**src/rtl/fwd_pipe_tracker.sv**
```systemverilog
// Tracks destination registers through the EX/MEM and MEM/WB stages for forwarding,
// and detects load-use hazards with a two-state stall FSM and a saturating stall counter.
module fwd_pipe_tracker (
    input  logic        Clk,
    input  logic        Rst,
    input  logic        Enable,
    input  logic        Flush,
    input  logic        IdExRegWrite,
    input  logic        IdExMemRead,
    input  logic [4:0]  IdExRd,
    input  logic [4:0]  IdExRs1,
    input  logic [4:0]  IdExRs2,
    input  logic [4:0]  IfIdRs1,
    input  logic [4:0]  IfIdRs2,
    output logic        ExMemRegWrite,
    output logic        MemWbRegWrite,
    output logic [4:0]  ExMemRd,
    output logic [4:0]  MemWbRd,
    output logic        ExMemRdNull,
    output logic        MemWbRdNull,
    output logic        ExMemRs1Equal,
    output logic        MemWbRs1Equal,
    output logic        ExMemRs2Equal,
    output logic        MemWbRs2Equal,
    output logic        LoadUseStall,
    output logic [15:0] StallCount
);

    typedef enum logic {
        ST_RUN   = 1'b0,
        ST_STALL = 1'b1
    } state_t;

    state_t      r_state;
    state_t      w_state_nxt;
    logic        r_ex_mem_regwrite;
    logic [4:0]  r_ex_mem_rd;
    logic        r_mem_wb_regwrite;
    logic [4:0]  r_mem_wb_rd;
    logic [15:0] r_stall_count;
    logic        w_hazard;
    logic        w_count_inc;

    // The load's MemRead flag has no consumer past EX, so only RegWrite/Rd are staged.
    always_ff @(posedge Clk or posedge Rst) begin
        if (Rst) begin
            r_ex_mem_regwrite <= 1'b0;
            r_ex_mem_rd       <= 5'd0;
            r_mem_wb_regwrite <= 1'b0;
            r_mem_wb_rd       <= 5'd0;
        end else if (Enable) begin
            r_mem_wb_regwrite <= r_ex_mem_regwrite;
            r_mem_wb_rd       <= r_ex_mem_rd;
            if (Flush) begin
                r_ex_mem_regwrite <= 1'b0;
                r_ex_mem_rd       <= 5'd0;
            end else begin
                r_ex_mem_regwrite <= IdExRegWrite;
                r_ex_mem_rd       <= IdExRd;
            end
        end
    end

    always_comb begin
        w_hazard = IdExMemRead && (IdExRd != 5'd0) &&
                   ((IdExRd == IfIdRs1) || (IdExRd == IfIdRs2));
    end

    always_ff @(posedge Clk or posedge Rst) begin
        if (Rst) begin
            r_state <= ST_RUN;
        end else if (Enable) begin
            r_state <= w_state_nxt;
        end
    end

    // STALL always returns to RUN so one load never produces two stall cycles.
    always_comb begin
        w_state_nxt  = r_state;
        w_count_inc  = 1'b0;
        LoadUseStall = 1'b0;
        case (r_state)
            ST_RUN: begin
                LoadUseStall = w_hazard && !Flush;
                if (Flush) begin
                    w_state_nxt = ST_RUN;
                end else if (w_hazard) begin
                    w_state_nxt = ST_STALL;
                    w_count_inc = 1'b1;
                end
            end
            ST_STALL: begin
                w_state_nxt = ST_RUN;
            end
            default: begin
                w_state_nxt = ST_RUN;
            end
        endcase
    end

    always_ff @(posedge Clk or posedge Rst) begin
        if (Rst) begin
            r_stall_count <= 16'd0;
        end else if (Enable && w_count_inc && (r_stall_count != 16'hFFFF)) begin
            r_stall_count <= r_stall_count + 16'd1;
        end
    end

    assign ExMemRegWrite = r_ex_mem_regwrite;
    assign MemWbRegWrite = r_mem_wb_regwrite;
    assign ExMemRd       = r_ex_mem_rd;
    assign MemWbRd       = r_mem_wb_rd;
    assign ExMemRdNull   = (r_ex_mem_rd != 5'd0);
    assign MemWbRdNull   = (r_mem_wb_rd != 5'd0);
    assign ExMemRs1Equal = (r_ex_mem_rd == IdExRs1);
    assign MemWbRs1Equal = (r_mem_wb_rd == IdExRs1);
    assign ExMemRs2Equal = (r_ex_mem_rd == IdExRs2);
    assign MemWbRs2Equal = (r_mem_wb_rd == IdExRs2);
    assign StallCount    = r_stall_count;

endmodule

```
**config.mk**
```make
export PLATFORM = sky130hd
export DESIGN_NAME = fwd_pipe_tracker
export DESIGN_NICKNAME = d
export VERILOG_FILES = /design/src/rtl/fwd_pipe_tracker.sv
export SDC_FILE = /design/constraint.sdc
export NUM_CORES = 1
export LEC_CHECK = 0
export BUFFER_PORTS_ARGS = -buffer_cell sky130_fd_sc_hd__buf_2
export CORE_ASPECT_RATIO = 0.7
export CORE_MARGIN = 2
export CORE_UTILIZATION = 45
export CTS_BUF_LIST = sky130_fd_sc_hd__clkbuf_4 sky130_fd_sc_hd__clkbuf_8
export CTS_CLUSTER_DIAMETER = 100
export DETAILED_ROUTE_END_ITERATION = 10
export HOLD_SLACK_MARGIN = 0.06
export PLACE_DENSITY = 0.87
export SYNTH_ARGS = -nofsm -noshare
export SYNTH_HDL_FRONTEND = slang
export SYNTH_SLANG_ARGS = --single-unit
export TNS_END_PERCENT = 10
```
**constraint.sdc**
```tcl
create_clock -name Clk -period 3.8 [get_ports Clk]
set_clock_uncertainty 0.05 [all_clocks]
set_input_delay 0.38 -clock Clk [delete_from_list [all_inputs] [get_ports Clk]]
set_output_delay 0.38 -clock Clk [all_outputs]
set_load 0.005 [all_outputs]
```
# Yosys cells after proc, flatten, opt, wreduce, memory -nomap -nowiden
# Index checks and enable logic that the tools add are counted.
# W data, S select, Z words.
# word_totals
mem_bits_ro,0
output_inout_bits,35
word_cells,32
memories,0
latch_bits,0
input_bits,31
reg_bits,29
ramBits,0
# classes
n_bitwise,1
multipliers,0
eq_ne,7
n_div,0
mux,7
n_shift,0
n_reduce_logical,10
order_cmp,0
addsub,1
# op_table
op,n
$eq A5 B5 Y1,6
$add A16 B1 Y16 const B,1
$ne A16 B16 Y1 const B,1
$reduce_bool A5 Y1,3
$logic_and A1 B1 Y1,5
$mux W1,5
$mux W5,1
$pmux W1 S2,1
$logic_not A1 Y1,1
$logic_or A1 B1 Y1,1
$not A1 Y1,1

# Longest topological paths before layout
# logic_depth
depth_word,8
mapped_depth,6
mapped_depth_nobuf,6

# Worst setup path before layout
# OpenSTA, ideal clock, no wires.
# synth_timing
path_kind,input to register
start,input IdExRd[2]
end,register r_stall_count[1] (netlist: StallCount[1])
t_required_ns,3.622
setup_time_ns,0.128
path_slack_ns,2.022
arrival_time_ns,1.600
stages,5
n_path_buf,0
cell_sequence,or4_1 -> o21ai_2 -> a41oi_2 -> nand2_1 -> mux2_1
# synth_via
elab_chain_cells,8
word_cells_on_any_way,11
cone_classes,eq/ne: 2; mux: 3; reduce/logical: 6
# synth_rtl
element,line,rtl
from (decl),10,"input logic [4:0] IdExRd,"
$eq A5 B5 Y1 or $reduce_bool A5 Y1 (tied branches),"66, 65",
$logic_or A1 B1 Y1 or $logic_and A1 B1 Y1 (tied branches),"66, 65",
$logic_and A1 B1 Y1 (*),65,w_hazard = IdExMemRead && (IdExRd != 5'd0) &&
$mux W1 (*),87,end else if (w_hazard) begin
$mux W1 (*),85,if (Flush) begin
$mux W1 (*),82,case (r_state)
$logic_and A1 B1 Y1 (*) (2 in a row),104,end else if (Enable && w_count_inc && (r_stall_count != 16'hFFFF)) begin
to (signal assigned),105,r_stall_count <= r_stall_count + 16'd1;
to (decl),40,logic [15:0] r_stall_count;
# Mark *: on every way between the ends. The rest lies on a longest branch, timed or not.
# A chain may end at the register's enable or synchronous reset.

# Final worst setup path
# layout_timing
start,register r_stall_count[0] (netlist: StallCount[0])
end,register r_stall_count[1] (netlist: StallCount[1])
# layout_via
elab_chain_cells,2
word_cells_on_any_way,3
cone_classes,add/sub: 1; eq/ne: 1; reduce/logical: 1
# layout_rtl
element
branches (longest 2 deep; another with $add A16 B1 Y16)
# Several ways; the timed one is not identified.

==> flow_summary_export.csv <==
group,metric,value,unit
timing,fin_crit_sh,57.0,%
layout,n_fill_cell,316,
placed_design,placed_area,2070,sq um
pwr,p_int,554,uW
grt,grt_pass1_vias,1280,
layout,areaGrowthSynthToFinish,26.5,%
die,rows,18,
logic_synthesis,synthXorXnorAreaFrac,23.1,%
detailed_routing,drc,0,
grt,antenna_found_initial,0,
detailed_routing,avgViaCountPerCell,5.06,
setup_path,rrSetupSlack,1630,ps
layout,diodes,0,
setup_path,cp.required,3910,ps
setup_path,crit-reg2reg-capture,"StallCount[1]",
setup_path,path_class,"reg2reg",
placed_design,dp_hpwl,3000,microns
logic_synthesis,synth_nets,199,
pwr,switching_share,27.0,%
timing,setup_tns,0,ps
clock_tree,root_buffer,"clkbuf_8",
pwr,p_switching,205,uW
logic_synthesis,yosys_warnings,0,
setup_path,path_max_fanout,13,
placed_design,place_congestion,0.825,
logic_synthesis,synth_compound_gate_area_share,4.40,%
setup_path,start_kind,"register",
logic_synthesis,ys_ff_latch,29,
pwr,power_frac_seq,47.2,%
grt,grt_pass1_wl,6310,microns
logic_synthesis,syn_area,1710,sq um
placed_design,io_buffers,65,
grt,track_usage,18.9,%
layout,fin_area,2160,sq um
detailed_routing,ant_nets,0,
pwr,power_leakage,1.07,nW
detailed_routing,wl_met2,1770,microns
logic_synthesis,synth-simple-area-share,20.8,%
clock_tree,htree_levels,2,
timing,rsz0062_at_grt,"false",
detailed_routing,wl_per_cell,13.6,microns
detailed_routing,dr.pass1.iters,4,
setup_path,cp_data_arrival_time,2280,ps
logic_synthesis,ys_seq_area_share,42.5,%
timing,worstMarginPinSlew,1060,ps
clock_tree,cts_hold_buf,0,
logic_synthesis,synth_top_family_by_area,"XOR/XNOR gates",
placed_design,place_ws,1630,ps
run_status,status,"complete, no violations",
clock_tree,clkSinkCount,29,
grt,grt_start_max_net_pins,30,
logic_synthesis,synthMuxAreaShare,5.28,%
clock_tree,clockBufferDepth,2,
logic_synthesis,yosysUniqueCellTypes,29,
clock_tree,cts_buffers,5,
hold_path,min_from,"IdExRegWrite",
clock_tree,cts_tree,"yes",
detailed_routing,highest_layer,"met4",
logic_synthesis,synthAdderAreaFrac,0.733,%
hold_path,hp-class,"in2reg",
timing,finalHoldViolCount,0,
detailed_routing,drt-met1-wl,1890,microns
detailed_routing,vias,1443,
setup_path,crit_path_end_kind,"register",
die,initial_utilization,47.7,%
pwr,cellPowerDensity,352,nW/um^2
timing,max_slew_margin,29.0,%
timing,finalMaxSlewViolations,0,
clock_tree,clkTransAtPathRegs,60,ps
setup_path,rr_startpoint,"StallCount[0]",
layout,stdcell_count,285,
detailed_routing,wl_met3,170,microns
die,die_h,55.5,microns
timing,finalSetupViolations,0,
grt,grt-ovfl-total,0,
flow_run,drv_cap,0,
pwr,total_power,759,uW
logic_synthesis,synthCells,167,
clock_tree,postCtsSetupRepairBufs,0,
hold_path,min_to,"ExMemRegWrite",
timing,max_freq,461,MHz
pwr,vdd_drop_max,0.000164,V
die,die_area,4310,sq um
die,fp.dieW,77.6,microns
pwr,pwr-share-clk,34.3,%
logic_synthesis,syn_area_per_cell,10.2,sq um
pwr,pwr-share-comb,18.6,%
layout,layout-drive-gt1-share,34.5,%
detailed_routing,drt_iter0_markers,83,
clock_tree,cts-resized-gates,0,
timing,finalWorstSetupSlack,1630,ps
clock_tree,insertion_delay,270,ps
die,core_area,3580,sq um
detailed_routing,wirelength,3890,microns
die,pin_count,66,
placed_design,post-place-cells,277,
hold_path,hold_depth,3,
setup_path,reg2reg_depth,5,
layout,nNetsFinal,266,
timing,period_needed,2170,ps
==> cells in the mapped netlist <==
cell type	number	area [sq um]
a41oi_2	1	16.3
and2_1	2	12.5
and3_1	9	56.3
and4_1	1	8.76
buf_2	1	5.00
buf_6	1	11.3
clkbuf_1	3	11.3
dfrtp_1	29	726
ha_1	1	12.5
inv_1	7	26.3
mux2_1	7	78.8
mux2_2	1	11.3
nand2_1	11	41.3
nand3_1	12	60.1
nand3_2	3	30.0
nand4_1	10	62.6
nand4_2	1	12.5
nor2_1	2	7.51
nor2b_1	2	12.5
nor3_1	6	30.0
nor3b_1	1	7.51
nor4_1	1	6.26
o21ai_1	5	25.0
o21ai_2	1	8.76
o22ai_1	2	12.5
o22ai_2	1	12.5
or4_1	1	7.51
xnor2_1	37	324
xor2_1	8	70.1
==> cells by family (layout without fill, tap and decap cells) <==
| group | after synthesis | count (layout) |
|---|---|---|
| simple gates | 62 | 62 |
| xor+xnor | 45 | 45 |
| flops | 29 | 29 |
| buf+inv | 12 | 80 |
| compound gates | 10 | 10 |
| mux | 8 | 8 |
| fa+ha+maj | 1 | 1 |
==> sequential cells by signal, summed over array words and instances, names as in the netlist <==
| signal | cells |
|---|---|
| r_state | 1 |
| StallCount | 16 |
| ExMemRd | 5 |
| MemWbRd | 5 |
| ExMemRegWrite | 1 |
| MemWbRegWrite | 1 |
==> placed cells by master, fill, tap and decap left out, drive strengths merged <==
cell,synthesis,final
nor3b,1,1
and2,2,2
and3,9,9
o21ai,6,6
dfrtp,29,29
nand2,11,11
nor2b,2,2
and4,1,1
inv,7,7
o22ai,3,3
nand3,15,15
xnor2,37,37
mux2,8,8
or4,1,1
nor4,1,1
buf,2,65
nor2,2,2
xor2,8,8
nand4,11,11
nor3,6,6
ha,1,1
a41oi,1,1
clkbuf,3,8
==> stage by stage <==
stage / hold slack [ps] / util, %
floorplan: 408 / -
global placement: 416 / 57.7
finish: 271 / 60.3
global route: 277 / 60.3
detailed placement: 424 / 57.7
CTS: 265 / 60.3
==> power by group through the flow <==
| stage | combinational [mW] | clock (mW) | sequential (mW) |
|---|---|---|---|
| finish | 0.141 | 0.260 | 0.358 |
| global route | 0.157 | 0.282 | 0.362 |
| detailed placement | 0.142 | 0 | 0.363 |
| CTS | 0.143 | 0.266 | 0.358 |
| floorplan | 0.0811 | 0 | 0.359 |
| global placement | 0.137 | 0 | 0.362 |
==> how the worst max path moves through the flow <==
stage	cells past startpoint	start	slack, ps	end
after detailed placement	6	IdExRd[2]	1630	StallCount[1]
final	5	StallCount[0]	1630	StallCount[1]
after floorplan	5	IdExRd[2]	2020	StallCount[1]
after global placement	6	IdExRd[2]	1670	StallCount[1]
after global routing	5	StallCount[0]	1480	StallCount[1]
after CTS	5	StallCount[0]	1640	StallCount[1]
==> worst max-delay path, cell delays in order, from the launching register on <==
cell and delay, ps:
dfrtp_1 410, ha_1 230, and2_1 220, a41oi_2 600, nand2_1 200, mux2_1 350
==> routing by layer <==
metal | vias up | GRT usage, %
li1 | 714 | -
met1 | 687 | 27.6
met2 | 37 | 27.2
met3 | 5 | 4.08
met4 | 0 | 7.65
met5 | - | 0
==> final cells by class <==
type	instances	area [sq um]	area share, %
Sequential cell	29	726	33.6
Multi-Input combinational cell	126	927	43.0
Tap cell	50	62.6	2.90
Inverter	7	26.3	1.22
Clock buffer	8	91.3	4.23
Timing Repair Buffer	65	325	15.1
(Power assumes the default switching activity.)
